--- config.mk ---
export PLATFORM = sky130hd
export DESIGN_NAME = loadunit_mq
export DESIGN_NICKNAME = d
export VERILOG_FILES = /design/src/rtl/loadunit_mq.sv
export SDC_FILE = /design/constraint.sdc
export NUM_CORES = 1
export LEC_CHECK = 0
export CORE_AREA = 2 2 367 369
export CTS_BUF_LIST = sky130_fd_sc_hd__clkbuf_16
export CTS_CLUSTER_SIZE = 16
export DETAILED_ROUTE_END_ITERATION = 8
export DIE_AREA = 0 0 369 371
export SLEW_MARGIN = 20
export SYNTH_ARGS = -nofsm -noshare
export SYNTH_HDL_FRONTEND = slang
export SYNTH_SLANG_ARGS = --single-unit
--- constraint.sdc ---
create_clock -name clock -period 4.87 [get_ports clock]
set_input_delay 1.2175 -clock clock [delete_from_list [all_inputs] [get_ports clock]]
set_output_delay 1.2175 -clock clock [all_outputs]
set_load 0.02 [all_outputs]
--- src/rtl/loadunit_mq.sv ---
// Multi-outstanding load unit: DEPTH-entry table, tagged out-of-order bus reads, aligned writeback.
// Accept->req >=1 cycle, resp->wb 1 cycle; req/wb held stable (locked entry) while their ready is low.
module loadunit_mq #(
  parameter int DEPTH   = 4,
  parameter int TAG_W   = $clog2(DEPTH),
  parameter int PREG_W  = 7,
  parameter int ROB_LOG = 6,
  parameter int XLEN    = 64
) (
  input  logic               clock,
  input  logic               reset_n,
  input  logic               in_valid,
  output logic               in_ready,
  input  logic [PREG_W-1:0]  in_prd,
  input  logic               in_is_unsigned,
  input  logic [3:0]         in_ls_size,
  input  logic [XLEN-1:0]    in_src1,
  input  logic [XLEN-1:0]    in_imm,
  input  logic               in_robidx_flag,
  input  logic [ROB_LOG-1:0] in_robidx,
  output logic               req_valid,
  input  logic               req_ready,
  output logic [XLEN-1:0]    req_addr,
  output logic [TAG_W-1:0]   req_tag,
  input  logic               resp_valid,
  input  logic [TAG_W-1:0]   resp_tag,
  input  logic [XLEN-1:0]    resp_data,
  input  logic               flush_valid,
  input  logic               flush_robidx_flag,
  input  logic [ROB_LOG-1:0] flush_robidx,
  output logic               wb_valid,
  input  logic               wb_ready,
  output logic [PREG_W-1:0]  wb_prd,
  output logic               wb_robidx_flag,
  output logic [ROB_LOG-1:0] wb_robidx,
  output logic [XLEN-1:0]    wb_data
);

  localparam logic [1:0] ST_FREE = 2'd0;
  localparam logic [1:0] ST_WAIT = 2'd1;
  localparam logic [1:0] ST_INFL = 2'd2;
  localparam logic [1:0] ST_DONE = 2'd3;

  logic [1:0]         state_q  [DEPTH];
  logic [1:0]         state_d  [DEPTH];
  logic [PREG_W-1:0]  prd_q    [DEPTH];
  logic               flag_q   [DEPTH];
  logic [ROB_LOG-1:0] rob_q    [DEPTH];
  logic [XLEN-1:0]    addr_q   [DEPTH];
  logic [3:0]         size_q   [DEPTH];
  logic               uns_q    [DEPTH];
  logic [XLEN-1:0]    data_q   [DEPTH];
  logic               killed_q [DEPTH];

  logic [DEPTH-1:0]   kill;
  logic               in_kill;
  logic               free_any;
  logic [TAG_W-1:0]   alloc_idx;
  logic               alloc_fire;
  logic               req_any;
  logic [TAG_W-1:0]   req_idx;
  logic               req_fire;
  logic               req_lock_vld;
  logic [TAG_W-1:0]   req_lock_idx;
  logic               wb_any;
  logic [TAG_W-1:0]   wb_idx;
  logic               wb_fire;
  logic               wb_lock_vld;
  logic [TAG_W-1:0]   wb_lock_idx;
  logic [XLEN-1:0]    resp_line;

  // Flag XOR makes the comparison correct across a ROB wrap.
  function automatic logic is_younger(input logic f_flag, input logic [ROB_LOG-1:0] f_idx,
                                      input logic e_flag, input logic [ROB_LOG-1:0] e_idx);
    return (f_flag ^ e_flag) ^ (f_idx < e_idx);
  endfunction

  function automatic logic [XLEN-1:0] align_load(input logic [XLEN-1:0] line, input logic [2:0] off,
                                                 input logic [3:0] size, input logic uns);
    logic [XLEN-1:0] res;
    res = line;
    case (size)
      4'b0001: res = {{(XLEN-8){~uns & line[{off, 3'b000} + 7]}}, line[{off, 3'b000} +: 8]};
      4'b0010: res = {{(XLEN-16){~uns & line[{off[2:1], 4'b0000} + 15]}}, line[{off[2:1], 4'b0000} +: 16]};
      4'b0100: res = {{(XLEN-32){~uns & line[{off[2], 5'b00000} + 31]}}, line[{off[2], 5'b00000} +: 32]};
      default: res = line;
    endcase
    return res;
  endfunction

  always_comb begin
    kill = '0;
    for (int i = 0; i < DEPTH; i++)
      kill[i] = flush_valid & is_younger(flush_robidx_flag, flush_robidx, flag_q[i], rob_q[i]);
  end

  assign in_kill = flush_valid & is_younger(flush_robidx_flag, flush_robidx, in_robidx_flag, in_robidx);

  always_comb begin
    free_any  = 1'b0;
    alloc_idx = '0;
    for (int i = DEPTH - 1; i >= 0; i--) begin
      if (state_q[i] == ST_FREE) begin
        free_any  = 1'b1;
        alloc_idx = TAG_W'(i);
      end
    end
  end

  assign alloc_fire = in_valid & free_any & ~in_kill;

  // A stalled request/writeback keeps its entry even if a lower index becomes eligible.
  always_comb begin
    req_any = 1'b0;
    req_idx = '0;
    for (int i = DEPTH - 1; i >= 0; i--) begin
      if (state_q[i] == ST_WAIT && !kill[i]) begin
        req_any = 1'b1;
        req_idx = TAG_W'(i);
      end
    end
    if (req_lock_vld && state_q[req_lock_idx] == ST_WAIT && !kill[req_lock_idx]) begin
      req_any = 1'b1;
      req_idx = req_lock_idx;
    end
  end

  always_comb begin
    wb_any = 1'b0;
    wb_idx = '0;
    for (int i = DEPTH - 1; i >= 0; i--) begin
      if (state_q[i] == ST_DONE && !kill[i]) begin
        wb_any = 1'b1;
        wb_idx = TAG_W'(i);
      end
    end
    if (wb_lock_vld && state_q[wb_lock_idx] == ST_DONE && !kill[wb_lock_idx]) begin
      wb_any = 1'b1;
      wb_idx = wb_lock_idx;
    end
  end

  assign req_fire  = req_any & req_ready;
  assign wb_fire   = wb_any & wb_ready;
  assign resp_line = align_load(resp_data, addr_q[resp_tag][2:0], size_q[resp_tag], uns_q[resp_tag]);

  always_ff @(posedge clock or negedge reset_n) begin
    if (!reset_n) begin
      for (int i = 0; i < DEPTH; i++) state_q[i] <= ST_FREE;
    end else begin
      for (int i = 0; i < DEPTH; i++) state_q[i] <= state_d[i];
    end
  end

  always_comb begin
    for (int i = 0; i < DEPTH; i++) begin
      state_d[i] = state_q[i];
      case (state_q[i])
        ST_FREE: if (alloc_fire && alloc_idx == TAG_W'(i)) state_d[i] = ST_WAIT;
        ST_WAIT: begin
          if (kill[i])                                  state_d[i] = ST_FREE;
          else if (req_fire && req_idx == TAG_W'(i))    state_d[i] = ST_INFL;
        end
        // A killed in-flight entry must wait for its response so the tag is not reused early.
        ST_INFL: begin
          if (resp_valid && resp_tag == TAG_W'(i))
            state_d[i] = (killed_q[i] || kill[i]) ? ST_FREE : ST_DONE;
        end
        ST_DONE: begin
          if (kill[i])                                  state_d[i] = ST_FREE;
          else if (wb_fire && wb_idx == TAG_W'(i))      state_d[i] = ST_FREE;
        end
        default: state_d[i] = ST_FREE;
      endcase
    end
  end

  always_ff @(posedge clock or negedge reset_n) begin
    if (!reset_n) begin
      for (int i = 0; i < DEPTH; i++) begin
        prd_q[i]    <= '0;
        flag_q[i]   <= 1'b0;
        rob_q[i]    <= '0;
        addr_q[i]   <= '0;
        size_q[i]   <= '0;
        uns_q[i]    <= 1'b0;
        data_q[i]   <= '0;
        killed_q[i] <= 1'b0;
      end
      req_lock_vld <= 1'b0;
      req_lock_idx <= '0;
      wb_lock_vld  <= 1'b0;
      wb_lock_idx  <= '0;
    end else begin
      for (int i = 0; i < DEPTH; i++) begin
        if (state_q[i] == ST_FREE && alloc_fire && alloc_idx == TAG_W'(i)) begin
          prd_q[i]    <= in_prd;
          flag_q[i]   <= in_robidx_flag;
          rob_q[i]    <= in_robidx;
          addr_q[i]   <= in_src1 + in_imm;
          size_q[i]   <= in_ls_size;
          uns_q[i]    <= in_is_unsigned;
          killed_q[i] <= 1'b0;
        end
        if (state_q[i] == ST_INFL) begin
          if (resp_valid && resp_tag == TAG_W'(i)) begin
            killed_q[i] <= 1'b0;
            if (!(killed_q[i] || kill[i])) data_q[i] <= resp_line;
          end else if (kill[i]) begin
            killed_q[i] <= 1'b1;
          end
        end
      end
      req_lock_vld <= req_any & ~req_ready;
      req_lock_idx <= req_idx;
      wb_lock_vld  <= wb_any & ~wb_ready;
      wb_lock_idx  <= wb_idx;
    end
  end

  always_comb begin
    in_ready       = free_any;
    req_valid      = req_any;
    req_addr       = req_any ? {addr_q[req_idx][XLEN-1:3], 3'b000} : '0;
    req_tag        = req_any ? req_idx : '0;
    wb_valid       = wb_any;
    wb_prd         = wb_any ? prd_q[wb_idx] : '0;
    wb_robidx_flag = wb_any ? flag_q[wb_idx] : 1'b0;
    wb_robidx      = wb_any ? rob_q[wb_idx] : '0;
    wb_data        = wb_any ? data_q[wb_idx] : '0;
  end

endmodule

==> results.yml <==
clock_tree:
  clkSinkCount: 606
  cts_root_buf: "clkbuf_16"
  cts_hold_buf: 0
  ctsHtreeMaxLevel: 3
  tritoncts: "done"
  cts_buffers: 74
  cts.path.max_buffers: 3
  clk_pin_slew_ns: 0.05
  insertion_delay_ns: 0.66
final_layout:
  seqCellArea_um2: 15200
  fin_util: 0.353
  syn_to_final_growth_pct: 42.1
  postLayoutCellArea_um2: 46900
  drive_gt1_frac: 0.303
  layout.nets: 4300
  multi_input_area_um2: 18000
  stdcell_count: 5813
  fillers: 13207
sta:
  slew_violations: 0
  post-route-min-period_ns: 5.60
  fmax_mhz: 179
  tightest_slew_ns: 1.08
  setup_viol: 141
  finalClockSkew_ns: 0.0212
  hold_violations: 0
  fin_crit_sh: 1.15
  setup_slack_ns: -0.728
  rsz0062_at_grt: "true"
  slew_headroom: 0.282
synthesis:
  ys_ff_latch: 606
  yosys.area.top_type: "dfrtp_1"
  synth_area_um2: 33000
  ys_warn_count: 0
  seq_area_frac_synth: 0.460
  yosys_most_used_dff: "dfrtp_1"
  synth_cell_type_count: 87
  ys_async_sr_fraction: 1.00
  synth_area_per_cell_um2: 9.89
  netlist.area_leader.share: 0.460
  synth_edf_count: 0
  synthTopCellsByArea: "dfrtp_1 (46%), nand2_1 (7.4%), mux4_2 (7.0%)"
  synthCells: 3336
detailed_routing:
  finalWirelength_mm: 115
  ant_nets: 0
  dr.first_iter.drc_count: 2209
  drt-pass1-iter-count: 5
  route.detailed.drc: 0
  num_vias: 28005
  post_drt_wl_per_cell_um: 19.7
  vias_per_cell: 4.82
setup_path:
  reg2reg_from: "rob_q[9]"
  startpoint: "flush_robidx[3]"
  start_kind: "primary input"
  arrival_ns: 4.38
  timing.rr.end: "state_q[2]"
  path_max_fanout: 8
  r2r_slack_ns: 1.06
  crit_path_end_kind: "output pin"
  endpoint: "req_addr[41]"
  crit_required_ns: 3.65
  crit_type: "primary input to output pin"
  reg2reg_depth: 17
die:
  die_h_um: 371
  ioPinCount: 374
  rows: 134
  die_area_um2: 137000
  dieWidth_um: 369
  start_util: 0.249
  fp.coreArea_um2: 133000
placement:
  placedCellCount: 5561
  portBuffers: 370
  place_hpwl_mm: 80.2
  finalWeightedCongestion: 0.909
  post_dp_cell_area_um2: 41300
outcome:
  violations: "setup timing"
  status: "complete, but fails checks"
pwr:
  ir_worst_vdd_uv: 406
  leakagePower_nw: 20.3
  p_per_area_nw_per_um2: 709
grt:
  grt_pass1_vias: 27892
  track_usage: 0.163
  grt_pass1_wl_mm: 172
  grt.overflow.total: 0
  grt_max_degree: 128
  antenna_found_initial: 26
worst_hold_path:
  hold_path_class: "register to register"
flow_run:
  maxCapViolCount: 0
==> power breakdown <==
| group | switching [W] | internal, W | total [W] |
|---|---|---|---|
| clock | 0.00232 | 0.00312 | 0.00545 |
| combinational | 0.00986 | 0.00934 | 0.0192 |
| sequential | 0.00132 | 0.00727 | 0.00859 |
| total | 0.0135 | 0.0197 | 0.0332 |
==> worst min-delay path by stage <==
stage | start | endpoint | slack, ns | cells after the start
2_1_floorplan | prd_q[14] | prd_q[14] | 0.44 | 2
3_3_place_gp | addr_q[156] | addr_q[156] | 0.45 | 2
3_5_place_dp | addr_q[143] | addr_q[143] | 0.46 | 2
4_1_cts | addr_q[143] | addr_q[143] | 0.47 | 2
5_1_grt | size_q[8] | size_q[8] | 0.49 | 2
6_report | addr_q[143] | addr_q[143] | 0.47 | 2
==> registers in the layout (all words and copies together) (netlist names), 4 cells and up <==
| signal | flops |
|---|---|
| rob_q | 24 |
| size_q | 16 |
| uns_q | 4 |
| data_q | 256 |
| addr_q | 256 |
| flag_q | 4 |
| prd_q | 28 |
| state_q | 8 |
| killed_q | 4 |
==> Yosys cell counts (48+ instances only) <==
| cell | number |
|---|---|
| nand2_1 | 651 |
| dfrtp_1 | 606 |
| o21ai_0 | 432 |
| clkbuf_1 | 174 |
| o21ai_1 | 157 |
| a21oi_1 | 113 |
| mux4_2 | 102 |
| mux2i_1 | 89 |
| ha_1 | 88 |
| and2_1 | 82 |
| nor2b_1 | 74 |
| nor2_1 | 71 |
| a211oi_1 | 69 |
| a211oi_2 | 60 |
| inv_1 | 52 |
| xnor2_1 | 48 |
==> stage by stage <==
| step | setup TNS [ns] | hold WS (ns) | total power, W | worst slack, ns |
|---|---|---|---|---|
| floorplan | -19.81 | 0.440 | 0.0177 | -0.182 |
| global placement | -276.60 | 0.454 | 0.0241 | -1.71 |
| detailed placement | -278.13 | 0.462 | 0.0244 | -1.73 |
| CTS | -90.06 | 0.475 | 0.0314 | -0.768 |
| global route | -104.01 | 0.490 | 0.0353 | -0.848 |
| finish | -87.26 | 0.470 | 0.0332 | -0.728 |
==> cell type report <==
| type | instances | area share |
|---|---|---|
| diodes | 3 | 0.000160 |
| clock buffers | 74 | 0.0395 |
| clock inverters | 60 | 0.0116 |
| inverters | 54 | 0.00526 |
| multi-input cells | 2431 | 0.383 |
| flip-flops and latches | 606 | 0.323 |
| well taps | 1768 | 0.0472 |
| repair buffers | 817 | 0.190 |
==> cell usage in the layout, fill, tap and decap left out, types with 44 or more instances in the layout <==
| master | netlist | final |
|---|---|---|
| a211oi_2 | 60 | 93 |
| a21o_1 | 44 | 44 |
| a21oi_1 | 113 | 100 |
| and2_4 | 0 | 76 |
| buf_12 | 5 | 81 |
| buf_4 | 18 | 325 |
| buf_6 | 10 | 133 |
| clkbuf_16 | 0 | 86 |
| clkdlybuf4s50_1 | 0 | 220 |
| dfrtp_1 | 606 | 606 |
| ha_1 | 88 | 76 |
| inv_1 | 52 | 66 |
| mux2_2 | 47 | 45 |
| mux2i_1 | 89 | 60 |
| mux4_2 | 102 | 102 |
| nand2_1 | 651 | 645 |
| nor2_1 | 71 | 61 |
| nor2b_1 | 74 | 52 |
| o21ai_0 | 432 | 431 |
| o21ai_1 | 157 | 153 |
==> metal layers <==
| layer | vias up | track usage | share of wire |
|---|---|---|---|
| li1 | 13134 | - | - |
| met1 | 13661 | 0.215 | 0.43 |
| met2 | 968 | 0.257 | 0.46 |
| met3 | 208 | 0.0474 | 0.086 |
| met4 | 34 | 0.0507 | 0.026 |
| met5 | - | 0 | 0.0020 |
==> worst max-delay path, stage by stage <==
cell and delay [ns]:
buf_12 0.11, buf_6 0.11, ha_4 0.21, a21o_1 0.18
a21oi_2 0.12, o21ai_2 0.08, a21oi_2 0.18, xnor2_2 0.13
a211oi_2 0.23, buf_6 0.18, nor2_4 0.05, o32ai_4 0.30
buf_6 0.19, buf_12 0.15, buf_8 0.13, buf_12 0.14
mux2i_1 0.08, a211oi_2 0.36, buf_4 0.21
==> kinds of logic after synthesis <==
group | count (synthesis) | synth area share
xor+xnor | 71 | 0.0188
other cells | 1 | 0.000114
flops | 606 | 0.460
compound gates | 1023 | 0.195
mux | 238 | 0.113
fa+ha+maj | 89 | 0.0340
simple gates | 1006 | 0.137
buf+inv | 302 | 0.0432
==> what timing repair did <==
action,4_1_cts,5_1_grt
setup buffers,48,59
pin swaps,112,80
setup endpoints to repair,153,184
gates cloned,13,11
resized for setup,896,240
No activity file was read; power rests on OpenSTA's default activity.
